[src/rtl/mem_pkg.sv]
// Shared encodings and lane helpers for the load/store unit.
// Lanes are little-endian: byte n lives in bits [8n+7:8n].
package mem_pkg;

    localparam logic [1:0] SZ_BYTE = 2'b00;
    localparam logic [1:0] SZ_HALF = 2'b01;
    localparam logic [1:0] SZ_WORD = 2'b10;

    typedef enum logic [1:0] {
        ST_IDLE    = 2'd0,
        ST_RD_WAIT = 2'd1,
        ST_WRITE   = 2'd2,
        ST_DONE    = 2'd3
    } state_t;

    function automatic logic [31:0] lane_extract(
        input logic [31:0] word,
        input logic [1:0]  addr_lo,
        input logic [1:0]  size,
        input logic        sign_ext
    );
        logic [7:0]  b;
        logic [15:0] h;
        logic [31:0] r;
        b = word[{addr_lo, 3'b000} +: 8];
        h = addr_lo[1] ? word[31:16] : word[15:0];
        case (size)
            SZ_BYTE: r = {{24{sign_ext & b[7]}}, b};
            SZ_HALF: r = {{16{sign_ext & h[15]}}, h};
            default: r = word;
        endcase
        return r;
    endfunction

    function automatic logic [31:0] lane_merge(
        input logic [31:0] word,
        input logic [31:0] wdata,
        input logic [1:0]  addr_lo,
        input logic [1:0]  size
    );
        logic [31:0] r;
        r = word;
        case (size)
            SZ_BYTE: r[{addr_lo, 3'b000} +: 8] = wdata[7:0];
            SZ_HALF: begin
                if (addr_lo[1]) begin
                    r[31:16] = wdata[15:0];
                end else begin
                    r[15:0] = wdata[15:0];
                end
            end
            default: r = wdata;
        endcase
        return r;
    endfunction

endpackage

[src/rtl/mem_access_unit_lane_align.sv]
// Combinational lane extract (loads) and merge (sub-word stores).
module lane_align
    import mem_pkg::*;
(
    input  logic [31:0] word,
    input  logic [31:0] wdata,
    input  logic [1:0]  addr_lo,
    input  logic [1:0]  size,
    input  logic        sign_ext,
    output logic [31:0] load_data,
    output logic [31:0] merge_data
);

    assign load_data  = lane_extract(word, addr_lo, size, sign_ext);
    assign merge_data = lane_merge(word, wdata, addr_lo, size);

endmodule

[src/rtl/mem_access_unit.sv]
// Load/store controller: byte-addressed requests to word-wide memory cycles,
// with read-modify-write for sub-word stores and up-front access checking.
module mem_access_unit
    import mem_pkg::*;
#(
    parameter int DEPTH      = 64,
    parameter int RD_LATENCY = 1
) (
    input  logic        clock,
    input  logic        reset,
    input  logic        req,
    input  logic        we,
    input  logic [1:0]  size,
    input  logic        sign_ext,
    input  logic [31:0] addr,
    input  logic [31:0] wdata,
    output logic        busy,
    output logic        done,
    output logic        err,
    output logic [31:0] rdata,
    output logic [31:0] mem_address,
    output logic        mem_read,
    output logic        mem_write,
    output logic [31:0] mem_writeData,
    input  logic [31:0] mem_readData
);

    localparam logic [29:0] DEPTH_W  = 30'(DEPTH);
    localparam logic [1:0]  LAST_CNT = 2'(RD_LATENCY - 1);

    state_t      state_r;
    logic        we_r;
    logic [1:0]  size_r;
    logic        sign_ext_r;
    logic [1:0]  addr_lo_r;
    logic [31:0] wdata_r;
    logic [1:0]  cnt_r;

    logic        size_err_s;
    logic        range_err_s;
    logic        req_err_s;
    logic [31:0] load_s;
    logic [31:0] merge_s;

    // Alignment and size legality of the incoming request
    always_comb begin
        size_err_s = 1'b0;
        case (size)
            SZ_BYTE: size_err_s = 1'b0;
            SZ_HALF: size_err_s = addr[0];
            SZ_WORD: size_err_s = (addr[1:0] != 2'b00);
            default: size_err_s = 1'b1;
        endcase
    end

    assign range_err_s = (addr[31:2] >= DEPTH_W);
    assign req_err_s   = size_err_s | range_err_s;

    lane_align u_lane_align (
        .word       (mem_readData),
        .wdata      (wdata_r),
        .addr_lo    (addr_lo_r),
        .size       (size_r),
        .sign_ext   (sign_ext_r),
        .load_data  (load_s),
        .merge_data (merge_s)
    );

    // Transaction FSM with all outputs registered
    always_ff @(posedge clock) begin
        if (!reset) begin
            state_r       <= ST_IDLE;
            we_r          <= 1'b0;
            size_r        <= 2'b00;
            sign_ext_r    <= 1'b0;
            addr_lo_r     <= 2'b00;
            wdata_r       <= 32'h0000_0000;
            cnt_r         <= 2'b00;
            busy          <= 1'b0;
            done          <= 1'b0;
            err           <= 1'b0;
            rdata         <= 32'h0000_0000;
            mem_address   <= 32'h0000_0000;
            mem_read      <= 1'b0;
            mem_write     <= 1'b0;
            mem_writeData <= 32'h0000_0000;
        end else begin
            case (state_r)
                ST_IDLE: begin
                    done <= 1'b0;
                    if (req) begin
                        we_r        <= we;
                        size_r      <= size;
                        sign_ext_r  <= sign_ext;
                        addr_lo_r   <= addr[1:0];
                        wdata_r     <= wdata;
                        cnt_r       <= 2'b00;
                        mem_address <= {2'b00, addr[31:2]};
                        if (req_err_s) begin
                            // Rejected requests complete at once and never strobe memory
                            state_r <= ST_DONE;
                            done    <= 1'b1;
                            err     <= 1'b1;
                            busy    <= 1'b0;
                        end else if (we && (size == SZ_WORD)) begin
                            state_r       <= ST_WRITE;
                            busy          <= 1'b1;
                            err           <= 1'b0;
                            mem_write     <= 1'b1;
                            mem_writeData <= wdata;
                        end else begin
                            state_r  <= ST_RD_WAIT;
                            busy     <= 1'b1;
                            err      <= 1'b0;
                            mem_read <= 1'b1;
                        end
                    end else begin
                        state_r <= ST_IDLE;
                    end
                end
                ST_RD_WAIT: begin
                    if (cnt_r == LAST_CNT) begin
                        mem_read <= 1'b0;
                        if (we_r) begin
                            state_r       <= ST_WRITE;
                            mem_write     <= 1'b1;
                            mem_writeData <= merge_s;
                        end else begin
                            state_r <= ST_DONE;
                            rdata   <= load_s;
                            done    <= 1'b1;
                            busy    <= 1'b0;
                        end
                    end else begin
                        cnt_r <= cnt_r + 2'd1;
                    end
                end
                ST_WRITE: begin
                    mem_write <= 1'b0;
                    state_r   <= ST_DONE;
                    done      <= 1'b1;
                    busy      <= 1'b0;
                end
                ST_DONE: begin
                    done    <= 1'b0;
                    state_r <= ST_IDLE;
                end
                default: begin
                    state_r   <= ST_IDLE;
                    busy      <= 1'b0;
                    done      <= 1'b0;
                    mem_read  <= 1'b0;
                    mem_write <= 1'b0;
                end
            endcase
        end
    end

endmodule
[config.mk]
export PLATFORM = sky130hd
export DESIGN_NAME = mem_access_unit
export DESIGN_NICKNAME = d
export VERILOG_FILES = /design/src/rtl/mem_pkg.sv /design/src/rtl/mem_access_unit_lane_align.sv /design/src/rtl/mem_access_unit.sv
export SDC_FILE = /design/constraint.sdc
export NUM_CORES = 1
export LEC_CHECK = 0
export ABC_AREA = 1
export CAP_MARGIN = 30
export CORE_UTILIZATION = 50
export DETAILED_ROUTE_END_ITERATION = 10
export GPL_TIMING_DRIVEN = 0
export PLACE_DENSITY = 0.82
export SLEW_MARGIN = 20
export SYNTH_ARGS = -nofsm -noshare
export SYNTH_HDL_FRONTEND = slang
export SYNTH_SLANG_ARGS = --single-unit
[constraint.sdc]
create_clock -name clock -period 2.49 [get_ports clock]
set_input_delay 0.498 -clock clock [delete_from_list [all_inputs] [get_ports clock]]
set_output_delay 0.498 -clock clock [all_outputs]
set_load 0.005 [all_outputs]
-- Word-level counts from Yosys, hierarchy flattened
Cells that the tools add are included.
- add/subtract/negate cells: 2
- equality and inequality tests: 14
- shift operators: 3
- mux-type cells: 43
- magnitude comparators: 1
- bitwise gates (word level): 4
- reduce and logical (&&, ||, !) cells: 16
- operator list (cell ; count):
    32-bit case mux with 2 select lines ; 3
    32-bit 2-to-1 mux ; 5
    16-bit 2-to-1 mux ; 3
    32-bit bitwise mux ; 1
    8-bit by 7-bit variable shift with 32-bit output, first input constant ; 1
    32-bit by 6-bit indexed part select with 8-bit output ; 1
    8-bit by 7-bit indexed part select with 32-bit output ; 1
    30-bit by 7-bit greater-or-equal comparator with 1-bit output, second input constant ; 1
    1-bit 2-to-1 mux ; 18
    2-bit inequality test, second input constant ; 8
    2-bit 2-to-1 mux ; 6
    6-bit AND reduction ; 2
    1-bit case mux with 3 select lines ; 3
    2-bit logical NOT ; 4
    2-bit case mux with 4 select lines ; 1
    5-bit negator with 7-bit output ; 1
    2-bit by 1-bit equality test with 1-bit output, second input constant ; 3
    2-bit equality test, second input constant ; 3
    3-bit AND reduction ; 2
    5-bit AND reduction ; 1
    1-bit case mux with 4 select lines ; 1
    2-bit case mux with 2 select lines ; 1
    2-bit AND reduction ; 2
    4-bit AND reduction ; 1
    other kinds (8) ; 10
- register bits after elaboration: 141
- word-level logic and storage cells: 98
- output and inout port bits: 101

-- Longest topological paths before layout
Gate-level depths: netlist (run 1).
- depth after elaboration: 7
- gate-level depth with buffers: 14
- mapped depth without buffers: 11

-- Modules after synthesis
A second synthesis (run 1) with hierarchy kept.
- cell total of the unflattened synthesis: 1253
- area total of the unflattened synthesis: 7621.1 sq um
- modules (own cells, without submodules) (module ; cells an instance ; instances ; area an instance (sq um)):
    mem_access_unit ; 849 ; 1 ; 5825.6
    lane_align ; 404 ; 1 ; 1795.5

-- Worst setup path after synthesis (run 1)
OpenSTA, ideal clock, no wires.
- kind: register to register
- start point: register addr_lo_r[1]
- end point: register mem_writeData[24]
- setup slack: 0.434 ns
- required time: 2.426 ns
- data arrival time: 1.992 ns
- cell stages (with the launch flop): 14
- library setup time: 0.064 ns
- buffers on the path: 4
- cells stage by stage: dfxtp_1 -> inv_1 -> buf_2 -> buf_2 -> ha_1 -> clkbuf_1 -> inv_1 -> buf_4 -> nand3_1 -> o21ai_0 -> nand2_1 -> a21oi_1 -> nor2_1 -> nor2_1
- cells in the longest elaborated chain, start to end: 7
- RTL lines (what ; line ; RTL):
    start: declaration ; mem_access_unit.sv:35 ; logic [1:0] addr_lo_r;
    start signal: assignment ; mem_access_unit.sv:95 ; addr_lo_r <= addr[1:0];
    5-bit negator with 7-bit output ; mem_pkg.sv:44 ; SZ_BYTE: r[{addr_lo, 3'b000} +: 8] = wdata[7:0];
    8-bit by 7-bit indexed part select with 32-bit output or 8-bit by 7-bit variable shift with 32-bit output (tied branches) ; mem_pkg.sv:44 ;
    32-bit bitwise mux ; mem_pkg.sv:44 ;
    32-bit case mux with 2 select lines (*) ; mem_pkg.sv:43 ; case (size)
    32-bit 2-to-1 mux (*) ; mem_access_unit.sv:124 ; if (we_r) begin
    32-bit 2-to-1 mux (*) ; mem_access_unit.sv:122 ; if (cnt_r == LAST_CNT) begin
    32-bit case mux with 2 select lines (*) ; mem_access_unit.sv:88 ; case (state_r)
    end signal: assignment ; mem_access_unit.sv:110 ; mem_writeData <= wdata;
    end signal: assignment ; mem_access_unit.sv:127 ; mem_writeData <= merge_s;
    end: declaration ; mem_access_unit.sv:24 ; output logic [31:0] mem_writeData,
Mark *: on every way between the ends. The rest lies on a longest branch, timed or not. The select of a mux whose other input is x is not followed.
A chain may end at the register's enable or synchronous reset.

-- Final worst setup path (run 1)
- start point: register addr_lo_r[1]
- end point: register mem_writeData[16]
Same word-level chain as after synthesis.

==> results by group, run 1 <==
Detailed routing
  – Via count: about 9,000
  – DRT antenna net count: 0
  – Routed WL: 28,160 um
  – Routed len/inst: 16.36 um
  – Drt pass-1 iters: 6
  – Via density: 5.357
  – Initial drt markers: around 850
  – DR DRC count: 0

Setup path
  – Crit path DAT: 2.79 ns
  – Largest fanout on the critical path: 12
  – Endpoint kind of the worst setup timing path: register
  – Worst Path Required: about 2.9 ns
  – CP Launch Type: register
  – CP Class: reg2reg

Yosys
  – Syn Inst Count: 1,279
  – Top FF cell, synth: dfxtp_1
  – Synth Area in XOR/XNOR: 0%
  – Post-synthesis compound-gate area fraction: around 16%
  – Count of cell types in the netlist: 33
  – Synth Area in Adders: under 10%
  – Largest family of logic cells by synthesized area: simple AND/OR/NAND/NOR gates
  – Mean Syn Cell Area: roughly 6.1 um^2
  – Synthesized flop and latch total: 141
  – Synth Warn #: 0
  – Post-synth ARST share: 0%
  – Register area share after synthesis: 36.03%
  – Synth Area in Simple Gates: 36.83%
  – Area of the mapped netlist: slightly below 8000 um^2
  – Multiplexer share of the synthesized area: 0%
  – EDFF count, synth: 0

Place
  – DP Wirelength: 21,370 um
  – Routability Congestion: 0.9819
  – Number of port buffers: 200
  – Dpl ws: -0.1265 ns
  – Placed Area: 10,100 um^2

STA
  – Max_slew headroom: 50.57%
  – Setup TNS: 0 ns
  – Final Max Slew Viols: 0
  – Min Clock Period, post-route: 2.414 ns
  – Final period util: 96.95%
  – Final Hold Fails: 0
  – Unrepaired setup endpoints after global routing: yes
  – Final Skew: 0.007292 ns
  – Worst-Margin Slew: 0.7414 ns
  – Setup WS post-layout: 0.07604 ns
  – Hold Slack: 0.4704 ns
  – Number of setup violations in the final report: 0
  – Max Clk Rate: approximately 410 MHz

Die
  – IO Count: 204
  – # rows: 45
  – Die Y: 127.2 um
  – Die Wd: 127.2 um
  – Core area: 15,260 um^2
  – Initial core utilization: 51.35%
  – Die area: 16,170 um^2

Power and ir drop
  – Leak Pwr: 4.778 nW
  – Max IR drop VDD: 0.7679 mV
  – Power per cell area: 1098 nW/um^2

Min path
  – Hold Crit Class: reg2reg

Clock tree
  – Clock Sinks: 141
  – H-tree depth: 4
  – CTS tree: done
  – Clk_lat worst skew: between 0.4 and 0.5 ns
  – Cts bufs inserted: 17
  – Setup Buffers After CTS: 0
  – Reg clk slew, reported paths: 0.06 ns
  – CTS Root Cell: clkbuf_16
  – Worst-case clock buffer depth: 2

Global route
  – Antenna violations before repair: 0
  – Total GRT Usage: 35.31%
  – First-pass GRT wire length: between 40,000 and 50,000 um
  – Largest net degree at the start of global routing: 17
  – Gr ovfl total: 0
  – Vias in the first global route: 8,542

Layout
  – Synthesis-to-finish area growth: 36.60%
  – Final Cell Area: 10,700 um^2
  – Final Core Density: between 70% and 80%
  – ANT cells: 0
  – Post-layout nets: 1,610
  – Layout cells sized above 1: 6.556%

Flow run
  – Maxcap violations: 0

Status
  – Status: finished, final reports clean
==> worst max-delay path, cell delays in order, from the launching register on <==
cell and delay [ns]:
dfxtp_2 0.39, inv_1 0.11, clkbuf_4 0.21, clkbuf_4 0.23
ha_1 0.35, inv_1 0.09, nor2_2 0.29, nand3_1 0.12
a21oi_1 0.15, nor2_1 0.05, nor2_1 0.18, nor2_1 0.08
nor2_1 0.09
==> through the flow <==
step	power, mW	instances
finish	11.75	1721
floorplan	6.676	1280
global placement	8.930	1691
detailed placement	9.053	1691
CTS	11.64	1722
global route	12.52	1721
==> cell type report <==
| class | count | area (um^2) |
|---|---|---|
| multi-input combinational | 956 | 4255 |
| clock inverter | 13 | 141.4 |
| buffer | 82 | 391.6 |
| inverter | 99 | 371.6 |
| timing repair buffer | 200 | 2002 |
| tap | 211 | 264.0 |
| sequential | 141 | 2824 |
| clock buffer | 19 | 452.9 |
| fill | 1391 | 4556 |
==> state kept, by name (all words and copies together), names as in the netlist <==
register and flops:
mem_writeData 32, rdata 32, wdata_r 32, mem_address 30, addr_lo_r 2, cnt_r 2, size_r 2, state_r 2
busy 1, done 1, err 1, mem_read 1, mem_write 1, sign_ext_r 1, we_r 1
==> metal layers <==
layer / share of wire [%] / GRT usage, % / vias to the layer above
li1: - / - / 4498
met1: 41 / 43.91 / 4126
met2: 45 / 56.59 / 502
met3: 9.1 / 8.208 / 93
met4: 4.8 / 19.54 / 0
met5: 0 / 0 / -
==> cell families after synthesis <==
group	Yosys count
AOI/OAI and AO/OA	230
and+or+nand+nor	714
adders and majority gates	10
other	1
buffers and inverters	183
DFF	141
==> final timing paths <==
path         slack, ns                      start  cells past startpoint                              to
max reg2reg       0.08  addr_lo_r[1]$_SDFFE_PN0P_                     12  mem_writeData[16]$_SDFFE_PN0P_
min               0.47          busy$_SDFFE_PN0P_                      2               busy$_SDFFE_PN0P_
min reg2reg       0.47          busy$_SDFFE_PN0P_                      2               busy$_SDFFE_PN0P_
max               0.08  addr_lo_r[1]$_SDFFE_PN0P_                     12  mem_writeData[16]$_SDFFE_PN0P_
==> synth_stat cells (7+ instances only) <==
cell        n  share of area [%]
nor2_1    252                 12
inv_1      95                4.6
ha_1       10                1.6
buf_2      24                1.5
nand3_1    41                2.6
o211ai_1   15                1.4
buf_4       9               0.86
clkbuf_1   42                2.0
o21ai_0   117                7.5
a21oi_1    83                5.3
nand4_1    32                2.6
dfxtp_1   141                 36
buf_1       7               0.34
or2_2      16                1.3
nand2_1   367                 18
==> power by group <==
part	internal (mW)	switching, mW	total, mW
combinational	2.38	3.28	5.66
clock	1.53	1.04	2.57
sequential	3.01	0.503	3.51
==> timing repair <==
action                     CTS  global route
hold buffers                 0             0
setup endpoints to repair   26            32
gates resized for setup      3             4
==> cells in the final DEF (no fill, tap or decap), types with 16 or more instances in the layout <==
cell type | synthesis | layout
inv_1 | 95 | 94
buf_2 | 24 | 22
nand2_1 | 367 | 367
a21oi_1 | 83 | 83
nand4_1 | 32 | 32
o21ai_0 | 117 | 116
dfxtp_1 | 141 | 140
clkbuf_1 | 42 | 40
or2_2 | 16 | 16
nor2_1 | 252 | 251
clkbuf_16 | 0 | 17
nand3_1 | 41 | 41
clkdlybuf4s50_1 | 0 | 200
No activity file was read; power rests on OpenSTA's default activity.
==> inputs of run 2 (changes only) <==
- CORE_ASPECT_RATIO: unset -> 0.6
==> results by group, run 2 (synthesized netlist as in run 1, its figures left out) <==
Setup path
  – R2r setup slk: 0.14 ns (+0.06 ns)
  – Crit-path leading delay family: buffers and inverters
  – CP Buf/Inv Count: 5 (+1)
  – Most frequent cell on the critical path: inv_1
  – Endpoint kind of the worst setup timing path: register
  – Crit path DAT: 2.71 ns (-0.08 ns)
  – Largest fanout on the critical path: 12 (unchanged)
  – Worst r2r dst: mem_writeData[27]$_SDFFE_PN0P_
  – Slowest-stage cell, CP: dfxtp_2
  – CP peak stage delay: 0.40 ns (about the same)
  – Reg2Reg Depth: 13 (+1)
  – Cell Chain, Critical Path: inv_1 -> clkbuf_4 -> buf_4 -> ha_1 -> inv_1 -> nand2_2 -> inv_1 -> nand2_1 -> a21oi_1 -> o21bai_1 -> nand4_1 -> nand2_1 -> nor2_1
  – CP Class: reg2reg
  – Worst Path Required: 2.85 ns (-0.02 ns)
  – CP Launch Type: register
  – Reg-to-Reg Start: addr_lo_r[1]$_SDFFE_PN0P_
  – Critical path launch point: addr_lo_r[1]$_SDFFE_PN0P_

Detailed routing
  – DR DRC count: 0 (unchanged)
  – Via density: 5.426 (+1.3%)
  – DRT antenna net count: 0 (unchanged)
  – Routed WL: 29,370 um (+4.3%)
  – Drt pass-1 iters: 5 (-1)
  – Initial drt markers: 1,050 (+23%)
  – Via count: 9,295 (+0.82%)
  – Routed len/inst: 17.14 um (+4.8%)

Place
  – Number of port buffers: 200 (unchanged)
  – Cells after DPL: 1,683 (-0.47%)
  – DP Wirelength: 22,460 um (+5.1%)
  – Routability Congestion: 0.9768 (-0.52%)

Layout
  – Most common cell after layout, fill and taps aside: nand2_1
  – Most frequent cells in the layout: 366 x nand2_1, 250 x nor2_1, 200 x clkdlybuf4s50_1
  – Synthesis-to-finish area growth: 35.92%
  – Largest regs: mem_writeData x32, rdata x32, wdata_r x32
  – Final cell count without fillers: 1,713 (-0.46%)
  – Layout cells sized above 1: 6.755% (+0.20 points)
  – Final Core Density: 69.48% (-0.67 points)
  – ANT cells: 0 (unchanged)
  – Post-layout nets: 1,610 (unchanged)

Clock tree
  – CTS tree: done
  – Clk_lat worst skew: 0.43 ns (about the same)
  – Reg clk slew, reported paths: 0.07 ns (about the same)
  – Cts bufs inserted: 17 (unchanged)
  – Setup Buffers After CTS: 0 (unchanged)
  – Worst-case clock buffer depth: 2 (unchanged)
  – CTS Root Cell: clkbuf_16
  – H-tree depth: 4 (unchanged)
  – Clock Sinks: 141 (unchanged)

STA
  – Max Clk Rate: 425.1 MHz (+2.6%)
  – Final Hold Fails: 0 (unchanged)
  – Number of setup violations in the final report: 0 (unchanged)
  – Final Skew: 0.01577 ns (+0.008482 ns)
  – Final period util: 94.46% (-2.5 points)
  – Setup TNS: 0 ns (unchanged)
  – Unrepaired setup endpoints after global routing: no
  – Max_slew headroom: 45.25% (-5.3 points)
  – Min Clock Period, post-route: 2.352 ns (-0.06182 ns)
  – Final Max Slew Viols: 0 (unchanged)
  – Worst-Margin Slew: 0.8213 ns (+0.07989 ns)

Die
  – # rows: 35 (-22%)
  – Die Y: 98.97 um (-22%)
  – Die Wd: 163.6 um (+29%)
  – Core area: 15,330 um^2 (+0.45%)
  – IO Count: 204 (unchanged)
  – Die area: 16,190 um^2 (+0.10%)
  – Initial core utilization: 51.12% (-0.23 points)

Global route
  – Total GRT Usage: 36.40% (+1.1 points)
  – First-pass GRT wire length: 45,030 um (+2.7%)
  – Vias in the first global route: 8,505 (-0.43%)
  – Largest net degree at the start of global routing: 17 (unchanged)
  – Gr ovfl total: 0 (unchanged)
  – Antenna violations before repair: 0 (unchanged)

Flow run
  – Maxcap violations: 0 (unchanged)

Status
  – Status: finished, final reports clean

Min path
  – Destination of the worst hold path: rdata[15]$_SDFFE_PN0P_
  – Hold Crit Class: reg2reg
  – Worst hold path startpoint: rdata[15]$_SDFFE_PN0P_
  – Hold Path Depth: 2 (unchanged)

Power and ir drop
  – Leak Pwr: 4.754 nW (-0.49%)
  – Clock share of power: 20.6% (-1.3 points)
  – Int Pwr: 6.687 mW (-3.4%)
  – Sequential Power Share: 30.3% (+0.4 points)
  – Comb pwr share: 49.1% (+0.9 points)
  – Power per cell area: 1095 nW/um^2 (-0.20%)
  – Max IR drop VDD: 0.6734 mV (-12%)
  – Psw: 4.979 mW (+3.1%)
  – Sw Share: 42.68% (+1.6 points)
==> run 2: changes by cell type in the layout (fill, tap and decap cells not counted), moves of 2 or more <==
cell and change:
bufinv_16 -2, clkinv_4 -2, inv_6 +5, clkbuf_8 -2
==> run 2: stage by stage <==
step | power [mW] | hold slack [ns] | worst slack [ns] | cell area (um^2)
6_report | 11.67 | 0.4744 | 0.1379 | 10650
5_1_grt | 12.41 | 0.4868 | 0.005651 | 10650
4_1_cts | 11.49 | 0.4746 | 0.04024 | 10630
3_5_place_dp | 9.094 | 0.4645 | -0.1567 | 10090
3_3_place_gp | 8.985 | 0.4541 | -0.1633 | 10090
2_1_floorplan | 6.676 | 0.4404 | 0.4340 | 7839
==> run 2: power by group through the flow <==
stage | clock [mW] | sequential (mW) | combinational (mW)
floorplan | 0 | 3.49 | 3.19
global placement | 0 | 3.53 | 5.46
detailed placement | 0 | 3.55 | 5.55
CTS | 2.38 | 3.51 | 5.60
global route | 2.48 | 3.61 | 6.32
finish | 2.40 | 3.54 | 5.73
==> run 2: worst max-delay path by stage <==
stage                                           endpoint  slack, ns  cells after the start
after floorplan           mem_writeData[24]$_SDFFE_PN0P_       0.43                     13
after global placement    mem_writeData[13]$_SDFFE_PN0P_      -0.16                     13
after detailed placement  mem_writeData[13]$_SDFFE_PN0P_      -0.16                     13
after CTS                 mem_writeData[31]$_SDFFE_PN0P_       0.04                     13
after global routing       mem_writeData[1]$_SDFFE_PN0P_      0.006                     13
final                     mem_writeData[27]$_SDFFE_PN0P_       0.14                     13
==> run 2: metal layers <==
metal	vias to the layer above	part of all wire, %	GRT usage, %	wire (um)
li1	4504	-	-	-
met1	4189	45	51.56	13200
met2	544	41	53.13	11950
met3	58	12	9.722	3573
met4	0	2.2	12.11	646
met5	-	0	0	0
==> run 2: worst register-to-register path, stage by stage, from the launching register on <==
cell      delay [ns]
dfxtp_2         0.40
inv_1           0.10
clkbuf_4        0.21
buf_4           0.22
ha_1            0.33
inv_1           0.17
nand2_2         0.16
inv_1           0.08
nand2_1         0.05
a21oi_1         0.23
o21bai_1        0.10
nand4_1         0.07
nand2_1         0.07
nor2_1          0.11
==> run 2: final cells by class <==
class / count / area [um^2]
inverter: 99 / 371.6
sequential: 141 / 2824
clock inverter: 14 / 105.1
timing repair buffer: 200 / 2002
tap: 203 / 254.0
buffer: 82 / 391.6
fill: 1415 / 4678
clock buffer: 18 / 429.2
multi-input combinational: 956 / 4272
==> run 2: timing repair <==
item	in CTS	in global routing
endpoints found under the setup margin	20	34
gates cloned	0	0
hold endpoints to repair	0	0
gates resized for setup	3	10
hold buffers	0	0
==> inputs of run 3 (changes only) <==
- GPL_TIMING_DRIVEN: 0 -> unset
- TNS_END_PERCENT: unset -> 100
==> results by group, run 3 (synthesized netlist as in run 1, its figures left out) <==
Detailed routing
  – Initial drt markers: 1,068 (+1.7%)
  – DR DRC count: 0 (unchanged)
  – Drt pass-1 iters: 6 (+1)
  – Routed WL: 25,860 um (-12%)
  – Via count: 8,906 (-4.2%)
  – Via density: 5.381 (-0.83%)
  – Routed len/inst: 15.62 um (-8.9%)
  – DRT antenna net count: 0 (unchanged)

STA
  – Final period util: 87.53% (-6.9 points)
  – Hold Slack: 0.4706 ns (-0.003824 ns)
  – Setup TNS: 0 ns (unchanged)
  – Unrepaired setup endpoints after global routing: no
  – Final Skew: 0.008857 ns (-0.006918 ns)
  – Max Clk Rate: 458.8 MHz (+7.9%)
  – Number of setup violations in the final report: 0 (unchanged)
  – Final Hold Fails: 0 (unchanged)
  – Min Clock Period, post-route: 2.180 ns (-0.1726 ns)
  – Max_slew headroom: 45.94% (+0.70 points)
  – Final Max Slew Viols: 0 (unchanged)
  – Worst-Margin Slew: 0.8079 ns (-0.01345 ns)

Layout
  – Largest regs: mem_writeData x32, rdata x32, wdata_r x32
  – Final Cell Area: 10,440 um^2 (-2.0%)
  – Most frequent cells in the layout: 366 x nand2_1, 251 x nor2_1, 200 x clkdlybuf4s50_1
  – Synthesis-to-finish area growth: 33.23%
  – ANT cells: 0 (unchanged)
  – Fill cells: 1,372 (-3.0%)
  – Most common cell after layout, fill and taps aside: nand2_1
  – Post-layout nets: 1,552 (-3.6%)
  – Final cell count without fillers: 1,655 (-3.4%)
  – Layout cells sized above 1: 5.854% (-0.90 points)

Power and ir drop
  – Power per cell area: 1077 nW/um^2 (-1.7%)
  – Max IR drop VDD: 0.6497 mV (-3.5%)
  – Sequential Power Share: 31.5% (+1.2 points)
  – Comb pwr share: 47.7% (-1.4 points)
  – Leak Pwr: 4.659 nW (-2.0%)
  – Int Pwr: 6.593 mW (-1.4%)
  – Total power draw: 11.24 mW (-3.7%)
  – Sw Share: 41.34% (-1.3 points)
  – Psw: 4.646 mW (-6.7%)
  – Clock share of power: 20.8% (+0.2 points)

Die
  – # rows: 35 (unchanged)
  – Die area: 16,190 um^2 (unchanged)
  – Core area: 15,330 um^2 (unchanged)
  – Initial core utilization: 51.12% (unchanged)
  – Die Y: 98.97 um (unchanged)
  – IO Count: 204 (unchanged)
  – Die Wd: 163.6 um (unchanged)

Setup path
  – Reg-to-Reg Start: addr_lo_r[0]$_SDFFE_PN0P_
  – Slowest-stage cell, CP: inv_1
  – Largest fanout on the critical path: 16 (+4)
  – CP Launch Type: register
  – R2r setup slk: 0.31 ns (+0.17 ns)
  – Endpoint kind of the worst setup timing path: register
  – Crit path DAT: 2.55 ns (-0.16 ns)
  – CP peak stage delay: 0.44 ns (+0.04 ns)
  – Most frequent cell on the critical path: nand2_1
  – CP Buf/Inv Count: 2 (-3)
  – Reg2Reg Depth: 11 (-2)
  – Critical path launch point: addr_lo_r[0]$_SDFFE_PN0P_
  – Crit-path leading delay family: simple AND/OR/NAND/NOR gates
  – CP Class: reg2reg
  – Worst r2r dst: mem_writeData[31]$_SDFFE_PN0P_
  – Cell Chain, Critical Path: inv_1 -> ha_1 -> inv_1 -> nand3_1 -> o21ai_0 -> nand2_1 -> nand2_1 -> nand2_1 -> nand4_1 -> nand2_1 -> nor2_1
  – Worst Path Required: 2.86 ns (about the same)

Clock tree
  – Worst-case clock buffer depth: 2 (unchanged)
  – Clock Sinks: 141 (unchanged)
  – Clk_lat worst skew: 0.42 ns (about the same)
  – CTS Root Cell: clkbuf_16
  – Setup Buffers After CTS: 0 (unchanged)
  – CTS tree: done
  – CTS Hold Bufs: 0 (unchanged)
  – H-tree depth: 4 (unchanged)
  – Cts bufs inserted: 17 (unchanged)
  – Post-CTS sizing: 0 (-3)
  – Reg clk slew, reported paths: 0.06 ns (about the same)

Flow run
  – Maxcap violations: 0 (unchanged)

Min path
  – Hold Path Depth: 2 (unchanged)
  – Destination of the worst hold path: mem_read$_SDFFE_PN0P_
  – Hold Crit Class: reg2reg
  – Worst hold path startpoint: mem_read$_SDFFE_PN0P_

Place
  – Number of port buffers: 201 (+0.50%)
  – Cells after DPL: 1,623 (-3.6%)
  – Placed Area: 9912 um^2 (-1.8%)
  – Routability Congestion: 0.9692 (-0.78%)
  – DP Wirelength: 18,380 um (-18%)

Global route
  – Total GRT Usage: 32.31% (-4.1 points)
  – Largest net degree at the start of global routing: 71 (+54)
  – Gr ovfl total: 0 (unchanged)
  – Vias in the first global route: 8,291 (-2.5%)
  – First-pass GRT wire length: 41,230 um (-8.4%)
  – Antenna violations before repair: 0 (unchanged)

Status
  – Status: finished, final reports clean
-- run 3: cell types whose count changed in the layout (fill, tap and decap cells not counted), moves of 2 or more --
| cell | before | now |
|---|---|---|
| buf_1 | 7 | 0 |
| buf_12 | 0 | 2 |
| buf_6 | 2 | 0 |
| buf_2 | 22 | 0 |
| buf_4 | 10 | 22 |
| o21ai_0 | 115 | 117 |
| inv_6 | 6 | 3 |
| ha_2 | 2 | 0 |
| ha_1 | 8 | 10 |
| o21ai_1 | 3 | 1 |
| clkbuf_1 | 41 | 3 |
-- run 3: cell type report --
type / instances / area, um^2 / area share (%)
Clock inverter: 12 / 90.09 / 0.8630
Sequential cell: 141 / 2824 / 27.05
Tap cell: 203 / 254.0 / 2.433
Inverter: 99 / 371.6 / 3.560
Multi-Input combinational cell: 956 / 4255 / 40.76
Clock buffer: 20 / 436.7 / 4.183
Timing Repair Buffer: 224 / 2207 / 21.14
-- run 3: how the worst max path moves through the flow --
| stage | depth (start not counted) | slack, ns | to |
|---|---|---|---|
| final | 11 | 0.31 | mem_writeData[31]$_SDFFE_PN0P_ |
| after detailed placement | 10 | 0.26 | mem_writeData[4]$_SDFFE_PN0P_ |
| after CTS | 11 | 0.42 | mem_writeData[10]$_SDFFE_PN0P_ |
| after floorplan | 13 | 0.43 | mem_writeData[24]$_SDFFE_PN0P_ |
| after global routing | 11 | 0.06 | mem_writeData[31]$_SDFFE_PN0P_ |
| after global placement | 10 | 0.36 | mem_writeData[13]$_SDFFE_PN0P_ |
-- run 3: through the flow --
stage	setup WS (ns)	util, %
2_1_floorplan	0.4340	-
3_3_place_gp	0.3603	64.67
3_5_place_dp	0.2576	64.67
4_1_cts	0.4161	68.11
5_1_grt	0.06258	68.11
6_report	0.3104	68.11
-- run 3: per-layer routing --
layer  up-vias  part of all wire, %  track usage (%)
li1       4374                    -                -
met1      3941                   42            42.68
met2       524                   42            49.51
met3        67                   13            9.386
met4         0                  3.1            12.82
met5         -                    0                0
-- run 3: power by group through the flow --
stage          sequential (mW)  combinational, mW  clock [mW]
3_3_place_gp              3.55               5.15           0
3_5_place_dp              3.56               5.27           0
4_1_cts                   3.52               5.31        2.34
2_1_floorplan             3.49               3.19           0
6_report                  3.54               5.36        2.34
5_1_grt                   3.62               5.98        2.44
-- run 3: worst reg2reg max path: stages (launching register included) --
cell and delay, ns:
dfxtp_1 0.32, inv_1 0.15, ha_1 0.35, inv_1 0.44, nand3_1 0.19, o21ai_0 0.22
nand2_1 0.09, nand2_1 0.08, nand2_1 0.07, nand4_1 0.07, nand2_1 0.06, nor2_1 0.08
